### src/rtl/banked_regs_file.sv
// Banked CPU register file: accumulator + regular banks, single-bit flags, write-source mux,
// same-cycle write bypass and a shadow context bank copied one entry per cycle.
module banked_regs_file #(
    parameter int WIDTH  = 8,
    parameter int ACC_N  = 6,
    parameter int REG_N  = 4,
    parameter int ADDR_W = 3,
    parameter int SRC_N  = 4
) (
    input  logic                       CLK,
    input  logic                       Reset,
    input  logic [ADDR_W-1:0]          read1,
    input  logic                       isReg1,
    input  logic [ADDR_W-1:0]          read2,
    input  logic                       isReg2,
    input  logic                       isReg3,
    input  logic                       isWrite,
    input  logic                       isRegW,
    input  logic [ADDR_W-1:0]          writeReg,
    input  logic [SRC_N*WIDTH-1:0]     writeData,
    input  logic [$clog2(SRC_N+1)-1:0] dataSel,
    input  logic                       flipin,
    input  logic                       flagin,
    input  logic                       bitin,
    input  logic                       writeFlip,
    input  logic                       writeFlag,
    input  logic                       writeBit,
    input  logic                       ctxSave,
    input  logic                       ctxRestore,
    output logic [WIDTH-1:0]           reg1,
    output logic [WIDTH-1:0]           reg2,
    output logic [WIDTH-1:0]           reg3,
    output logic                       flipout,
    output logic                       flagout,
    output logic                       bitout,
    output logic                       busy
);
    localparam int RIDX_W = (REG_N > 1) ? $clog2(REG_N) : 1;
    localparam int DS_W   = $clog2(SRC_N + 1);
    localparam int N      = ACC_N + REG_N;
    localparam int CNT_W  = (N > 1) ? $clog2(N) : 1;
    localparam logic [ADDR_W:0]   ACC_LIM  = (ADDR_W+1)'(ACC_N);
    localparam logic [ADDR_W-1:0] ACC_LAST = ADDR_W'(ACC_N - 1);
    localparam logic [ADDR_W-1:0] REG_LAST = ADDR_W'(REG_N - 1);

    typedef enum logic [1:0] {IDLE, SAVE, RESTORE} seqState_t;

    seqState_t        state;
    logic [CNT_W-1:0] cnt;

    logic [WIDTH-1:0] acc   [ACC_N];
    logic [WIDTH-1:0] regs  [REG_N];
    logic [WIDTH-1:0] shAcc [ACC_N];
    logic [WIDTH-1:0] shReg [REG_N];

    logic [WIDTH-1:0] wData;
    logic             wrAcc, wrReg;

    assign busy = (state != IDLE);

    // dataSel 0 and anything above SRC_N both yield zero
    always_comb begin
        wData = '0;
        for (int k = 0; k < SRC_N; k++)
            if (dataSel == DS_W'(k + 1))
                wData = writeData[k*WIDTH +: WIDTH];
    end

    assign wrAcc = isWrite && !busy && !isRegW && ({1'b0, writeReg} < ACC_LIM);
    assign wrReg = isWrite && !busy && isRegW;

    function automatic logic [WIDTH-1:0] readPort(input logic [ADDR_W-1:0] idx, input logic isReg);
        logic [WIDTH-1:0] v;
        v = '0;
        if (isReg) begin
            if (wrReg && writeReg[RIDX_W-1:0] == idx[RIDX_W-1:0]) v = wData;
            else                                                   v = regs[idx[RIDX_W-1:0]];
        end else if ({1'b0, idx} < ACC_LIM) begin
            if (wrAcc && writeReg == idx) v = wData;
            else                          v = acc[idx];
        end
        return v;
    endfunction

    always_comb begin
        reg1 = readPort(read1, isReg1);
        reg2 = readPort(read2, isReg2);
        reg3 = readPort(isReg3 ? REG_LAST : ACC_LAST, isReg3);
    end

    always_ff @(posedge CLK) begin
        if (Reset) begin
            for (int i = 0; i < ACC_N; i++) begin
                acc[i]   <= '0;
                shAcc[i] <= '0;
            end
            for (int j = 0; j < REG_N; j++) begin
                regs[j]  <= '0;
                shReg[j] <= '0;
            end
            state   <= IDLE;
            cnt     <= '0;
            flipout <= 1'b0;
            flagout <= 1'b0;
            bitout  <= 1'b0;
        end else begin
            if (writeFlip) flipout <= flipin;
            if (writeFlag) flagout <= flagin;
            if (writeBit)  bitout  <= bitin;

            // Bank writes and copy steps never coincide: writes are only accepted while idle
            for (int i = 0; i < ACC_N; i++) begin
                if (wrAcc && writeReg == ADDR_W'(i))
                    acc[i] <= wData;
                else if (state == RESTORE && cnt == CNT_W'(i))
                    acc[i] <= shAcc[i];
                if (state == SAVE && cnt == CNT_W'(i))
                    shAcc[i] <= acc[i];
            end
            for (int j = 0; j < REG_N; j++) begin
                if (wrReg && writeReg[RIDX_W-1:0] == RIDX_W'(j))
                    regs[j] <= wData;
                else if (state == RESTORE && cnt == CNT_W'(ACC_N + j))
                    regs[j] <= shReg[j];
                if (state == SAVE && cnt == CNT_W'(ACC_N + j))
                    shReg[j] <= regs[j];
            end

            case (state)
                IDLE: begin
                    cnt <= '0;
                    if (ctxSave)         state <= SAVE;
                    else if (ctxRestore) state <= RESTORE;
                end
                SAVE, RESTORE: begin
                    if (cnt == CNT_W'(N - 1)) begin
                        state <= IDLE;
                        cnt   <= '0;
                    end else begin
                        cnt <= cnt + CNT_W'(1);
                    end
                end
                default: begin
                    state <= IDLE;
                    cnt   <= '0;
                end
            endcase
        end
    end
endmodule

### config.mk
export PLATFORM = sky130hd
export DESIGN_NAME = banked_regs_file
export DESIGN_NICKNAME = d
export VERILOG_FILES = /design/src/rtl/banked_regs_file.sv
export SDC_FILE = /design/constraint.sdc
export NUM_CORES = 1
export LEC_CHECK = 0
export CORE_ASPECT_RATIO = 0.75
export CORE_MARGIN = 3
export CORE_UTILIZATION = 30
export DETAILED_ROUTE_END_ITERATION = 16
export DONT_BUFFER_PORTS = 1
export PLACE_DENSITY = 0.47
export REMOVE_ABC_BUFFERS = 1
export SKIP_CTS_REPAIR_TIMING = 1
export SLEW_MARGIN = 20
export SYNTH_ARGS = -nofsm -noshare
export SYNTH_HDL_FRONTEND = slang
export SYNTH_SLANG_ARGS = --single-unit
### constraint.sdc
create_clock -name CLK -period 2.3 [get_ports CLK]
set_input_delay 0.23 -clock CLK [delete_from_list [all_inputs] [get_ports CLK]]
set_output_delay 0.23 -clock CLK [all_outputs]
set_load 0.03 [all_outputs]
# Word-level counts from Yosys, hierarchy flattened
# Memories as Yosys holds them, arrays and structs flattened.
# Index checks and enable logic that the tools add are counted.
dict set report totals {
  ff_bits 9
  mem_bits_rw 160
  in_bits 59
  mem_count 4
}
dict set report classes {
  n_addsub 1
  n_lt_le_gt_ge 4
  eq_ne 31
  n_mux 153
  bitwise_logic 31
  reduce_logical 50
}
# name depth word_bits read_ports rd_clocked_by_memory_dff write_ports line
set mem_list {}
lappend mem_list {acc 6 8 9 0 6 51} ;# logic [WIDTH-1:0] acc [ACC_N];
lappend mem_list {shAcc 6 8 6 0 6 53} ;# logic [WIDTH-1:0] shAcc [ACC_N];
lappend mem_list {regs 4 8 7 0 4 52} ;# logic [WIDTH-1:0] regs [REG_N];
lappend mem_list {shReg 4 8 4 0 4 54} ;# logic [WIDTH-1:0] shReg [REG_N];
# op count
set ops {}
lappend ops {{2-to-1 mux 8 bit} 46}
lappend ops {{2-to-1 mux 1 bit} 102}
lappend ops {{logical AND 1 bit} 40}
lappend ops {{bitwise OR 1 bit} 30}
lappend ops {{== test 4 x 3 -> 1 bit (second input constant)} 4}
lappend ops {{== test 3 x 2 -> 1 bit (second input constant)} 4}
lappend ops {{< comparator 3 bit (second input constant)} 4}
lappend ops {{== test 3 bit} 3}
lappend ops {{== test 3 bit (second input constant)} 3}
lappend ops {{== test 4 x 2 -> 1 bit (second input constant)} 2}
lappend ops {{== test 4 bit (second input constant)} 2}
lappend ops {{== test 2 bit} 3}
lappend ops {{== test 2 bit (second input constant)} 3}
lappend ops {{== test 3 x 1 -> 1 bit (second input constant)} 2}
lappend ops {{2-to-1 mux 2 bit} 3}
lappend ops {{adder 4 x 1 -> 4 bit (second input constant)} 1}
lappend ops {{== test 2 x 1 -> 1 bit (second input constant)} 2}
lappend ops {{== test 4 x 1 -> 1 bit (second input constant)} 1}
lappend ops {{logical NOT 2 bit} 2}
lappend ops {{logical NOT 4 bit} 1}
lappend ops {{one-hot mux 2 bit (2 select lines)} 1}
lappend ops {{logical NOT 3 bit} 1}
lappend ops {{2-to-1 mux 3 bit} 1}
lappend ops {{inequality test 3 bit (second input constant)} 1}
lappend ops {{7 further kinds} 8}

# Longest topological paths before layout
# Gate-level depths: netlist (run 1).
dict set report logic_depth {
  depth_word 11
  depth_mapped 10
  depth_no_buf 7
}

# Worst setup path after synthesis (run 1)
# No wires, ideal clock.
dict set report synth_timing {
  kind {register to output}
  from {register state[0]}
  to {output reg3[6]}
  t_arrival_ns 2.094
  required_ns 2.070
  slack_ns -0.024
  path_stages_with_launch 9
  n_path_buf 2
  path_cell_list {dfxtp_1 -> inv_1 -> ha_1 -> buf_2 -> nand2b_4 -> buf_6 -> nor3_4 -> mux2i_1 -> o21ai_0}
}
dict set report synth_between {
  elab_chain_cells 9
  elab_cells_between_ends 12
  cone_classes {mux: 4; reduce/logical: 8}
}
# element line
set synth_rtl {}
lappend synth_rtl {{start: declaration} 48} ;# seqState_t state;
lappend synth_rtl {{start signal: assignment} 101} ;# state <= IDLE;
lappend synth_rtl {{start signal: assignment} 132} ;# if (ctxSave) state <= SAVE;
lappend synth_rtl {{start signal: assignment} 133} ;# else if (ctxRestore) state <= RESTORE;
lappend synth_rtl {{nonzero test 2 bit (*)} 59} ;# assign busy = (state != IDLE);
lappend synth_rtl {{logical NOT 1 bit (*)} {69, 70}}
lappend synth_rtl {{logical AND 1 bit (*)} {69, 70}}
lappend synth_rtl {{logical AND 1 bit (2 in series)} 69} ;# assign wrAcc = isWrite && !busy && !isRegW && ({1'b0, writeReg} < ACC_LIM);
lappend synth_rtl {{logical AND 1 bit} 79} ;# if (wrAcc && writeReg == idx) v = wData;
lappend synth_rtl {{2-to-1 mux 8 bit} 79}
lappend synth_rtl {{2-to-1 mux 8 bit} 78} ;# end else if ({1'b0, idx} < ACC_LIM) begin
lappend synth_rtl {{2-to-1 mux 8 bit (*)} 75} ;# if (isReg) begin
lappend synth_rtl {{end: declaration} 32} ;# output logic [WIDTH-1:0] reg3,
# Every way passes the cells marked *; elsewhere a longest branch is shown, timed or not.

# Worst setup path in the final report (run 1)
dict set report layout_timing {
  from {register state[1]}
  to {output reg2[2]}
}
dict set report layout_between {
  elab_chain_cells 9
  elab_cells_between_ends 12
  cone_classes {mux: 4; reduce/logical: 8}
}
# element line
set layout_rtl {}
lappend layout_rtl {{nonzero test 2 bit (*)} 59}
lappend layout_rtl {{logical NOT 1 bit (*)} {69, 70}}
lappend layout_rtl {{logical AND 1 bit (*)} {69, 70}}
lappend layout_rtl {{logical AND 1 bit (2 in series)} 69}
lappend layout_rtl {{logical AND 1 bit} 79}
lappend layout_rtl {{2-to-1 mux 8 bit} 79}
lappend layout_rtl {{2-to-1 mux 8 bit} 78}
lappend layout_rtl {{2-to-1 mux 8 bit (*)} 75}
lappend layout_rtl {{end: declaration} 31} ;# output logic [WIDTH-1:0] reg2,
# Marked as above.

==> metrics.txt, run 1 <==
chip height=between 150 and 200 um; final period utilization=116.6%; hold path depth=2; cell mode on critical path=a211oi_4; n_diodes=0; Die Area=33960 um2; CTS Sinks=about 170; max frequency=between 300 and 400 MHz; RePlAce Congestion=between 0.8 and 0.9; CP startpoint kind=flop; launch point of the worst hold path=ctxRestore; H-tree levels=4; Critical Path, Cell by Cell=inv_2 -> ha_4 -> nand2b_4 -> a211oi_4 -> nor4b_4 -> a211oi_4 -> buf_6 -> a221o_1 -> buf_12; count of final hold-check violations=0; Area Growth Syn to Fin=19.80%; Tmin final=2681 ps; Worst-path clk slew=70 ps; met1 Usage GRT=28.62%; Detailed Place HPWL=23770 um; CTS tree=yes; synth warn=0; Synth Area per Inst=roughly 14 um2; Power Density=687.7 nW/um2; GR peak layer=met1; Maximum Capacitance Violations=0; register area share after synthesis=52.31%; iteration count of the initial detailed-routing pass=5; Reg2Reg Launch Point=state[1]; outcome=complete, but fails checks; grt met2 use=~26%; drt drc=0; R2R Setup Slk=90 ps; global-route wire length before repair=~46000 um; EDFF count, synth=160; Root Buffer=clkbuf_16; Fin Setup TNS=-6146 ps; Post-Syn Area=9529 um2; Netlist cell types=62; worst-case vdd ir drop=0.3113 mV; worst skew pair latency=440 ps; Worst-Margin Slew=612.3 ps; vias in the first global route=6684; post-synthesis cell count=705; worst hold slack=14.09 ps; Final Worst Setup Slack=-381.3 ps; met3 Use GR=5.643%; hold crit path type=in -> reg; FF+latch count, synth=169; nets@finish=~840; Crit path largest cell delay=390 ps; row cnt=55; unrepaired setup endpoints after global routing=true; Num CTS Buffers=17; crit path max-delay cell type=a221o_1; Worst Path Required=about 2100 ps; Clock Skew=approximately 11 ps; Longest Clk Path Bufs=2; Top FF cell, synth=edfxtp_1; CORE AREA=30690 um2; I/O pin count=87; Rel. slew slack=between 50% and 60%; Vias=6885; Starting Density=31.05%; pins over their slew limit=0; Die X=211.8 um; largest net degree at the start of global routing=between 40 and 50; share of cells above drive strength 1=29.20%; CP Class=reg -> out; worst setup path start=state[1]; Vias/cell=5.786; Worst Reg-to-Reg Cells=9; Final setup viols=24; post-detailed-route count of antenna-violating nets=0; LEAKAGE=4.217 nW; I/O Buffers=0; failing checks=negative setup slack; final WL=32310 um; Iter 0 DRT Violations=604; Critical Path AT=2450 ps; Tot GR Track Use=between 10% and 20%; ys async rst share=0%; CP max FO=6; routed len/inst=27.15 um; Non-Filler Instances=1190; grt ovf=0; initial antenna violation count=3; CP endpoint kind=output pin; placed cells=around 1100
[per-layer routing]
| metal | up-vias | share of wire [%] |
|---|---|---|
| li1 | 2935 | - |
| met1 | 3563 | 48 |
| met2 | 347 | 42 |
| met3 | 38 | 9.2 |
| met4 | 2 | 1.3 |
| met5 | - | 0.040 |
[through the flow]
stage	util (%)	area (um2)	total power, W	setup slack, ps
6_report	37.20	11420	0.007851	-381.3
5_1_grt	37.20	11420	0.008068	-446.8
4_1_cts	36.48	11200	0.007795	-458.9
3_5_place_dp	34.76	10670	0.005115	39.94
3_3_place_gp	34.76	10670	0.005098	60.62
2_1_floorplan	-	9239	0.004425	-31.23
[Yosys cell counts, types with 3 or more instances]
cell	n	area (um2)
xor2_1	4	35.03
a221o_1	17	170.2
and2_1	84	525.5
nand3_1	5	25.02
o221ai_1	7	61.31
mux4_2	32	720.7
a31oi_1	3	18.77
a22o_1	80	700.7
and2b_1	8	60.06
o211ai_1	8	60.06
a31o_2	4	35.03
nor4_2	4	50.05
dfxtp_1	9	180.2
o21ai_1	8	40.04
and3_1	7	43.79
nand2b_1	13	81.33
edfxtp_1	160	4805
mux2_2	26	292.8
inv_1	7	26.28
a211oi_2	3	37.54
nor3_1	8	40.04
or3_1	3	18.77
nor3_2	3	30.03
buf_6	9	101.4
o21ai_0	4	20.02
a21oi_1	4	20.02
nor2b_1	13	81.33
nor3b_2	3	37.54
nor2_1	27	101.4
clkbuf_1	14	52.55
nand4_1	3	18.77
ha_1	7	87.58
a211o_1	5	43.79
mux2i_1	19	190.2
buf_2	25	125.1
mux2_1	4	45.04
a21o_1	6	45.04
or4bb_1	6	67.56
xnor2_1	3	26.28
nand2_1	22	82.58
[flip-flops by register name, summed over array words and instances, names as in the netlist]
name,count
flagout,1
bitout,1
acc,48
shAcc,48
cnt,4
regs,32
state,2
flipout,1
shReg,32
[area by class of cell]
cell class | count | area, um2
fill | 2953 | 19280
timing repair buffer | 104 | 1042
clock buffer | 17 | 425.4
sequential | 169 | 4987
multi-input combinational | 479 | 4333
inverter | 7 | 26.28
tap | 399 | 499.2
clock inverter | 15 | 102.6
[worst paths after layout]
check               endpoint
hold / removal      state[1]
setup reg to reg   acc[5][1]
hold reg to reg   regs[3][2]
setup / recovery     reg2[2]
[layout by cell type, fill, tap and decap left out, types with 9 or more instances in the layout]
cell         n
edfxtp_1   160
and2_1      84
a22o_1      80
buf_4       74
mux4_2      32
nor2_1      26
mux2_2      22
nand2_1     22
mux2i_1     18
buf_12      18
a221o_1     17
clkbuf_16   17
nand2b_1    13
nor2b_1     13
o21ai_1      9
[where the power goes]
group / switching (W) / total [W] / internal [W]
registers: 0.000158 / 0.00371 / 0.00355
clock network: 0.00132 / 0.00270 / 0.00138
logic: 0.000791 / 0.00145 / 0.000656
total: 0.00227 / 0.00785 / 0.00559
[logic make-up (layout without fill, tap and decap cells)]
logic type	count (synthesis)	after routing	synth area share, %
AND/OR/NAND/NOR	225	225	15.07
XOR/XNOR	7	7	0.6434
AO/OA/AOI/OAI	157	157	14.31
multiplexers	83	83	13.42
buffers and inverters	57	143	3.322
adder cells (fa/ha/maj)	7	7	0.9191
flip-flops	169	169	52.31
[critical path, delay by kind of cell, from the launching register on]
kind	cells	cell delay (ps)
AO/OA/AOI/OAI	3	760
adder cells (fa/ha/maj)	1	170
buffers and inverters	3	380
flip-flops	1	330
AND/OR/NAND/NOR	2	370
No activity file was read; power rests on OpenSTA's default activity.
==> run 2, diff against run 1 <==
--- a/config.mk
+++ b/config.mk
@@ -5,6 +5,7 @@
 export SDC_FILE = /design/constraint.sdc
 export NUM_CORES = 1
 export LEC_CHECK = 0
+export ABC_AREA = 1
 export CORE_ASPECT_RATIO = 0.75
 export CORE_MARGIN = 3
 export CORE_UTILIZATION = 30
@@ -13,7 +14,6 @@
 export PLACE_DENSITY = 0.47
 export REMOVE_ABC_BUFFERS = 1
 export SKIP_CTS_REPAIR_TIMING = 1
-export SLEW_MARGIN = 20
 export SYNTH_ARGS = -nofsm -noshare
 export SYNTH_HDL_FRONTEND = slang
 export SYNTH_SLANG_ARGS = --single-unit
==> metrics.txt, run 2 <==
Critical Path AT=2140 ps (was 2450 ps); CP Class=reg -> out (unchanged); placed cells=1741 (was 1142); post-synth top area cell=edfxtp_1 (unchanged); I/O pin count=87 (unchanged); Synth area leaders=edfxtp_1 (47%), nand2_1 (14%), nand3_1 (6.9%), inv_1 (5.9%), a21oi_1 (4.1%) (was edfxtp_1 (50%), mux4_2 (7.6%), a22o_1 (7.4%), and2_1 (5.5%), mux2_2 (3.1%)); register area share after synthesis=48.88% (was 52.31%); largest registers=acc (48), shAcc (48) (unchanged); post-synthesis cell count=1299 (was 705); initial antenna violation count=1 (was 3); Final setup viols=9 (was 24); Fin Setup TNS=-284.0 ps (was -6146 ps); H-tree levels=4 (unchanged); final WL=37890 um (was 32310 um); grt ovf=0 (unchanged); Synth top cells by count=nand2_1 (379), inv_1 (161), edfxtp_1 (160) (was edfxtp_1 (160), and2_1 (84), a22o_1 (80)); R2R Setup Slk=190 ps (was 90 ps); CP endpoint kind=output pin (unchanged); CORE AREA=32950 um2 (was 30690 um2); worst slack at placement=117.1 ps (was 39.94 ps); Tot GR Track Use=20.44% (was 18.74%); count of final hold-check violations=0 (unchanged); chip height=165.7 um (was 160.3 um); failing checks=negative setup slack (unchanged); Die X=218.9 um (was 211.8 um); Top FF cell, synth=edfxtp_1 (unchanged); Num CTS Buffers=17 (unchanged); final period utilization=103.0% (was 116.6%); Rel. slew slack=33.96% (was 59.10%); most numerous cell in the Yosys netlist=nand2_1 (was edfxtp_1); CTS tree=yes (unchanged); Power Density=697.4 nW/um2 (was 687.7 nW/um2); worst skew pair latency=450 ps (was 440 ps); routed len/inst=21.15 um (was 27.15 um); max frequency=422.1 MHz (was 373.0 MHz); share of cells above drive strength 1=15.72% (was 29.20%); EDFF count, synth=160 (unchanged); vias in the first global route=8010 (was 6684); row cnt=57 (was 55); largest net degree at the start of global routing=65 (was 45); Maximum Capacitance Violations=0 (unchanged); Root Buffer=clkbuf_16 (unchanged); Post-Syn Area=10200 um2 (was 9529 um2); Synth Area in Compound Gates=10.67% (was 14.31%); Vias/cell=5.012 (was 5.786); Netlist cell types=35 (was 62); FF+latch count, synth=169 (unchanged); iteration count of the initial detailed-routing pass=7 (was 5); Hold EP=state[1] (unchanged); post-detailed-route count of antenna-violating nets=0 (unchanged); global-route wire length before repair=54430 um (was 46070 um); Reg2Reg Launch Point=state[1] (unchanged); Non-Filler Instances=1792 (was 1190); mux cell area share after synthesis=0% (was 13.42%); Clock Skew=11.47 ps (was 11.18 ps); Cell Area, Placed=10860 um2 (was 10670 um2); synth warn=0 (unchanged); drt drc=0 (unchanged); commonest cells after routing, fill and taps aside=nand2_1 (346), edfxtp_1 (160), inv_1 (159) (was edfxtp_1 (160), and2_1 (84), a22o_1 (80)); ys async rst share=0% (unchanged); I/O Buffers=0 (unchanged); Starting Density=30.95% (was 31.05%); Longest Clk Path Bufs=2 (unchanged); Final Worst Setup Slack=-69.32 ps (was -381.3 ps); CTS Sinks=169 (unchanged); CP max FO=7 (was 6); Area Growth Syn to Fin=17.07% (was 19.80%); Die Area=36260 um2 (was 33960 um2); design area=11940 um2 (was 11420 um2); Worst Reg-to-Reg Cells=8 (was 9); CP startpoint kind=flop (unchanged); nets@finish=1402 (was 844); worst-case vdd ir drop=0.4387 mV (was 0.3113 mV); RePlAce Congestion=0.9347 (was 0.8908); unrepaired setup endpoints after global routing=true (unchanged); launch point of the worst hold path=ctxRestore (unchanged); Detailed Place HPWL=28040 um (was 23770 um); hold crit path type=in -> reg (unchanged); Vias=8982 (was 6885); Worst-path clk slew=60 ps (was 70 ps); Simple-Gate Fraction of Synth Area=29.89% (was 15.07%); Synth Area per Inst=7.850 um2 (was 13.52 um2); hold path depth=2 (unchanged); Tmin final=2369 ps (was 2681 ps); Iter 0 DRT Violations=944 (was 604); Worst Path Required=2070 ps (about the same); outcome=complete, but fails checks (unchanged); post-synth top area share=47.12% (was 50.42%); largest family of logic cells by synthesized area=simple AND/OR/NAND/NOR gates (unchanged); R2R Path End=state[0] (was acc[5][1]); LEAKAGE=4.912 nW (was 4.217 nW); most common cell after layout, fill and taps aside=nand2_1 (was edfxtp_1); Worst-Margin Slew=990.6 ps (was 612.3 ps); pins over their slew limit=0 (unchanged); Adder-Cell Fraction of Synth Area=0.8589% (was 0.9191%); Post-Synth XOR/XNOR Area=0.3436% (was 0.6434%)
-- run 2: changes by cell type in the layout (fill, tap and decap cells not counted), moves of 24 or more --
cell     delta
a21oi_1    +74
a22o_1     -80
and2_1     -84
buf_4      -29
inv_1     +154
mux4_2     -32
nand2_1   +324
nand2_2    +29
nand2_4    +24
nand3_1   +119
nor2_1     +81
o21ai_0    +73
o21ai_1    +30
-- run 2: where the power goes --
part,internal (W),total (W),switching [W]
logic,0.000523,0.00177,0.00124
clock network,0.00156,0.00284,0.00128
registers,0.00359,0.00372,0.000136
total,0.00567,0.00833,0.00266
-- run 2: critical path, cell delays in order (launching register included) --
cell and delay [ps]:
dfxtp_2 330, inv_2 80, ha_4 180, nand2_2 60, nor2_2 110, nand2_2 110
nor2_4 170, nand2_4 130, inv_8 110, nand3_2 70, nand2_2 110, nand2_4 70
buf_6 150
-- run 2: worst max path at each step --
stage	start	to	slack, ps	cells past startpoint
floorplan	state[0]	acc[3][0]	430	7
global placement	state[1]	reg3[5]	160	12
detailed placement	state[1]	reg3[3]	120	12
CTS	state[1]	reg3[3]	-390	12
global route	state[1]	reg3[1]	-160	11
finish	state[1]	reg3[3]	-70	12
-- run 2: logic make-up (layout without fill, tap and decap cells) --
kind of cell    after synthesis  after routing
compound gates              209            209
flops                       169            169
simple gates                686            687
other cells                   0              1
xor+xnor                      4              4
buf+inv                     224            273
fa+ha+maj                     7              7
-- run 2: layer usage --
| metal | part of all wire, % | vias up | wire length, um | GRT usage, % |
|---|---|---|---|---|
| met5 | 0.037 | - | 14 | 0 |
| met4 | 2.3 | 2 | 869 | 5.604 |
| met3 | 10 | 50 | 3832 | 5.458 |
| met2 | 40 | 429 | 15230 | 28.03 |
| met1 | 47 | 4161 | 17950 | 31.30 |
| li1 | - | 4340 | - | - |
-- run 2: layout make-up --
type	instances	area (um2)
fillers	3492	21010
clock buffers	23	467.9
inverters	179	684.4
diodes	1	2.502
flip-flops and latches	169	4987
multi-input cells	907	4597
well taps	442	553.0
repair buffers	62	553.0
clock inverters	9	92.59
-- run 2: per-stage QoR --
| step | power [W] | util (%) | hold slack (ps) |
|---|---|---|---|
| finish | 0.008325 | 36.23 | 53.58 |
| floorplan | 0.004681 | - | 299.1 |
| detailed placement | 0.005318 | 32.96 | 317.3 |
| global route | 0.008649 | 36.22 | 66.86 |
| CTS | 0.008147 | 34.66 | -166.3 |
| global placement | 0.005325 | 32.96 | 312.9 |
==> run 3, diff against run 2 <==
--- a/config.mk
+++ b/config.mk
@@ -8,12 +8,13 @@
 export ABC_AREA = 1
 export CORE_ASPECT_RATIO = 0.75
 export CORE_MARGIN = 3
-export CORE_UTILIZATION = 30
+export CORE_UTILIZATION = 55
 export DETAILED_ROUTE_END_ITERATION = 16
 export DONT_BUFFER_PORTS = 1
-export PLACE_DENSITY = 0.47
+export PLACE_DENSITY = 0.7
 export REMOVE_ABC_BUFFERS = 1
 export SKIP_CTS_REPAIR_TIMING = 1
 export SYNTH_ARGS = -nofsm -noshare
 export SYNTH_HDL_FRONTEND = slang
 export SYNTH_SLANG_ARGS = --single-unit
+export TNS_END_PERCENT = 20
==> metrics.txt, run 3 (synthesis results as in run 2) <==
switching pwr=0.002698 W (was 0.002658 W); worst slack at placement=229.7 ps (was 117.1 ps); Die X=163.2 um (was 218.9 um); I/O pin count=87 (unchanged); CTS tree=yes (unchanged); worst hold slack=-31.05 ps (was 53.58 ps); power share of the sequential group=45.5% (was 44.7%); Iter 0 DRT Violations=1260 (was 944); Tmin final=2279 ps (was 2369 ps); Hold EP=state[1] (unchanged); nets@finish=1387 (was 1402); Root Buffer=clkbuf_16 (unchanged); pins over their slew limit=0 (unchanged); Final setup viols=0 (was 9); Vias=9292 (was 8982); initial antenna violation count=0 (was 1); Worst Path Required=2070 ps (about the same); grt ovf=0 (unchanged); combinational power share=20.2% (was 21.2%); CP endpoint kind=output pin (unchanged); R2R Path End=regs[0][4] (was state[0]); most common cell after layout, fill and taps aside=nand2_1 (unchanged); Final Worst Setup Slack=21.03 ps (was -69.32 ps); hold path depth=3 (was 2); R2R Setup Slk=180 ps (was 190 ps); largest registers=acc (48), shAcc (48) (unchanged); row cnt=42 (was 57); CP startpoint kind=flop (unchanged); post-detailed-route count of antenna-violating nets=0 (unchanged); LEAKAGE=4.813 nW (was 4.912 nW); Num CTS Buffers=17 (unchanged); H-tree levels=4 (unchanged); RePlAce Congestion=0.9901 (was 0.9347); commonest cells after routing, fill and taps aside=nand2_1 (345), edfxtp_1 (160), inv_1 (159) (was nand2_1 (346), edfxtp_1 (160), inv_1 (159)); drt drc=0 (unchanged); final period utilization=99.09% (was 103.0%); I/O Buffers=0 (unchanged); Detailed Place HPWL=23280 um (was 28040 um); Die Area=20230 um2 (was 36260 um2); max frequency=438.8 MHz (was 422.1 MHz); launch point of the worst hold path=ctxSave (was ctxRestore); Power Density=712.8 nW/um2 (was 697.4 nW/um2); Starting Density=56.91% (was 30.95%); Clock Skew=12.59 ps (was 11.47 ps); switching part of the total=32.88% (was 31.92%); fin util=64.25% (was 36.23%); CORE AREA=17920 um2 (was 32950 um2); Worst Reg-to-Reg Cells=10 (was 8); worst-case vdd ir drop=0.3885 mV (was 0.4387 mV); global-route wire length before repair=47780 um (was 54430 um); worst setup path start=state[1] (unchanged); outcome=complete, but fails checks (unchanged); Critical Path AT=2050 ps (was 2140 ps); hold crit path type=in -> reg (unchanged); chip height=123.9 um (was 165.7 um); Longest Clk Path Bufs=2 (unchanged); CP Class=reg -> out (unchanged); CP max FO=16 (was 7); Area Growth Syn to Fin=12.91% (was 17.07%); final WL=32330 um (was 37890 um); unrepaired setup endpoints after global routing=true (unchanged); Clk pwr share=34.3% (was 34.1%); share of cells above drive strength 1=14.62% (was 15.72%); count of final hold-check violations=1 (was 0); failing checks=negative hold slack (was negative setup slack); Worst-path clk slew=60 ps (about the same); CTS Sinks=169 (unchanged); Tot GR Track Use=31.91% (was 20.44%); Reg2Reg Launch Point=state[1] (unchanged); Worst-Margin Slew=776.9 ps (was 990.6 ps); Maximum Capacitance Violations=0 (unchanged); routed len/inst=20.51 um (was 21.15 um); Rel. slew slack=48.20% (was 33.96%); iteration count of the initial detailed-routing pass=7 (unchanged); vias in the first global route=8202 (was 8010); n_diodes=0 (was 1); largest net degree at the start of global routing=65 (unchanged); Vias/cell=5.896 (was 5.012); Pint=0.005509 W (was 0.005667 W); worst skew pair latency=440 ps (was 450 ps)
-- run 3: cell count changes in the layout (fill, tap and decap cells not counted), moves of 4 or more --
cell and change:
clkbuf_1 -4, clkinv_8 +5, buf_4 -8, buf_12 -4
a21oi_2 +8, nand3_1 +15, nand3_2 -14, a21oi_1 -8
-- run 3: power groups by stage --
stage / Clock (W) / Sequential (W) / Combinational (W)
2_1_floorplan: 0 / 0.00373 / 0.000950
3_3_place_gp: 0 / 0.00378 / 0.00141
3_5_place_dp: 0 / 0.00379 / 0.00142
4_1_cts: 0.00284 / 0.00372 / 0.00143
5_1_grt: 0.00297 / 0.00375 / 0.00177
6_report: 0.00282 / 0.00373 / 0.00166
-- run 3: worst max-delay path by stage --
stage	to	cells past startpoint
after floorplan	acc[3][0]	7
after global placement	reg2[1]	9
after detailed placement	reg3[4]	9
after CTS	reg3[4]	9
after global routing	reg1[7]	10
final	reg3[5]	8
-- run 3: layout make-up --
type / instances / area (um2)
flip-flops and latches: 169 / 4987
multi-input cells: 907 / 4567
fillers: 1524 / 6406
well taps: 242 / 302.8
repair buffers: 46 / 369.1
clock inverters: 15 / 163.9
clock buffers: 17 / 425.4
repair inverters: 1 / 6.256
inverters: 179 / 691.9
-- run 3: critical path, cell delays in order, from the launching register on --
cell and delay (ps):
dfxtp_2 330, inv_2 80, ha_4 160, buf_6 110
nand3_4 150, inv_8 140, nand2_8 100, o21ai_0 370
nand2_4 160
-- run 3: stage by stage --
stage               TNS [ps]  total power [W]  std cells  instance area, um2
floorplan                  0         0.004681       1254                9920
global placement           0         0.005189       1531               10490
detailed placement         0         0.005211       1531               10490
CTS                    -4163         0.007993       1563               11070
global route          -271.0         0.008490       1576               11510
finish                     0         0.008207       1576               11510
-- run 3: metal layers --
layer,track usage (%),share of wire [%],vias up
li1,-,-,4306
met4,10.35,3.0,0
met1,46.52,42,4304
met3,10.17,14,83
met5,0,0,-
met2,45.24,41,599
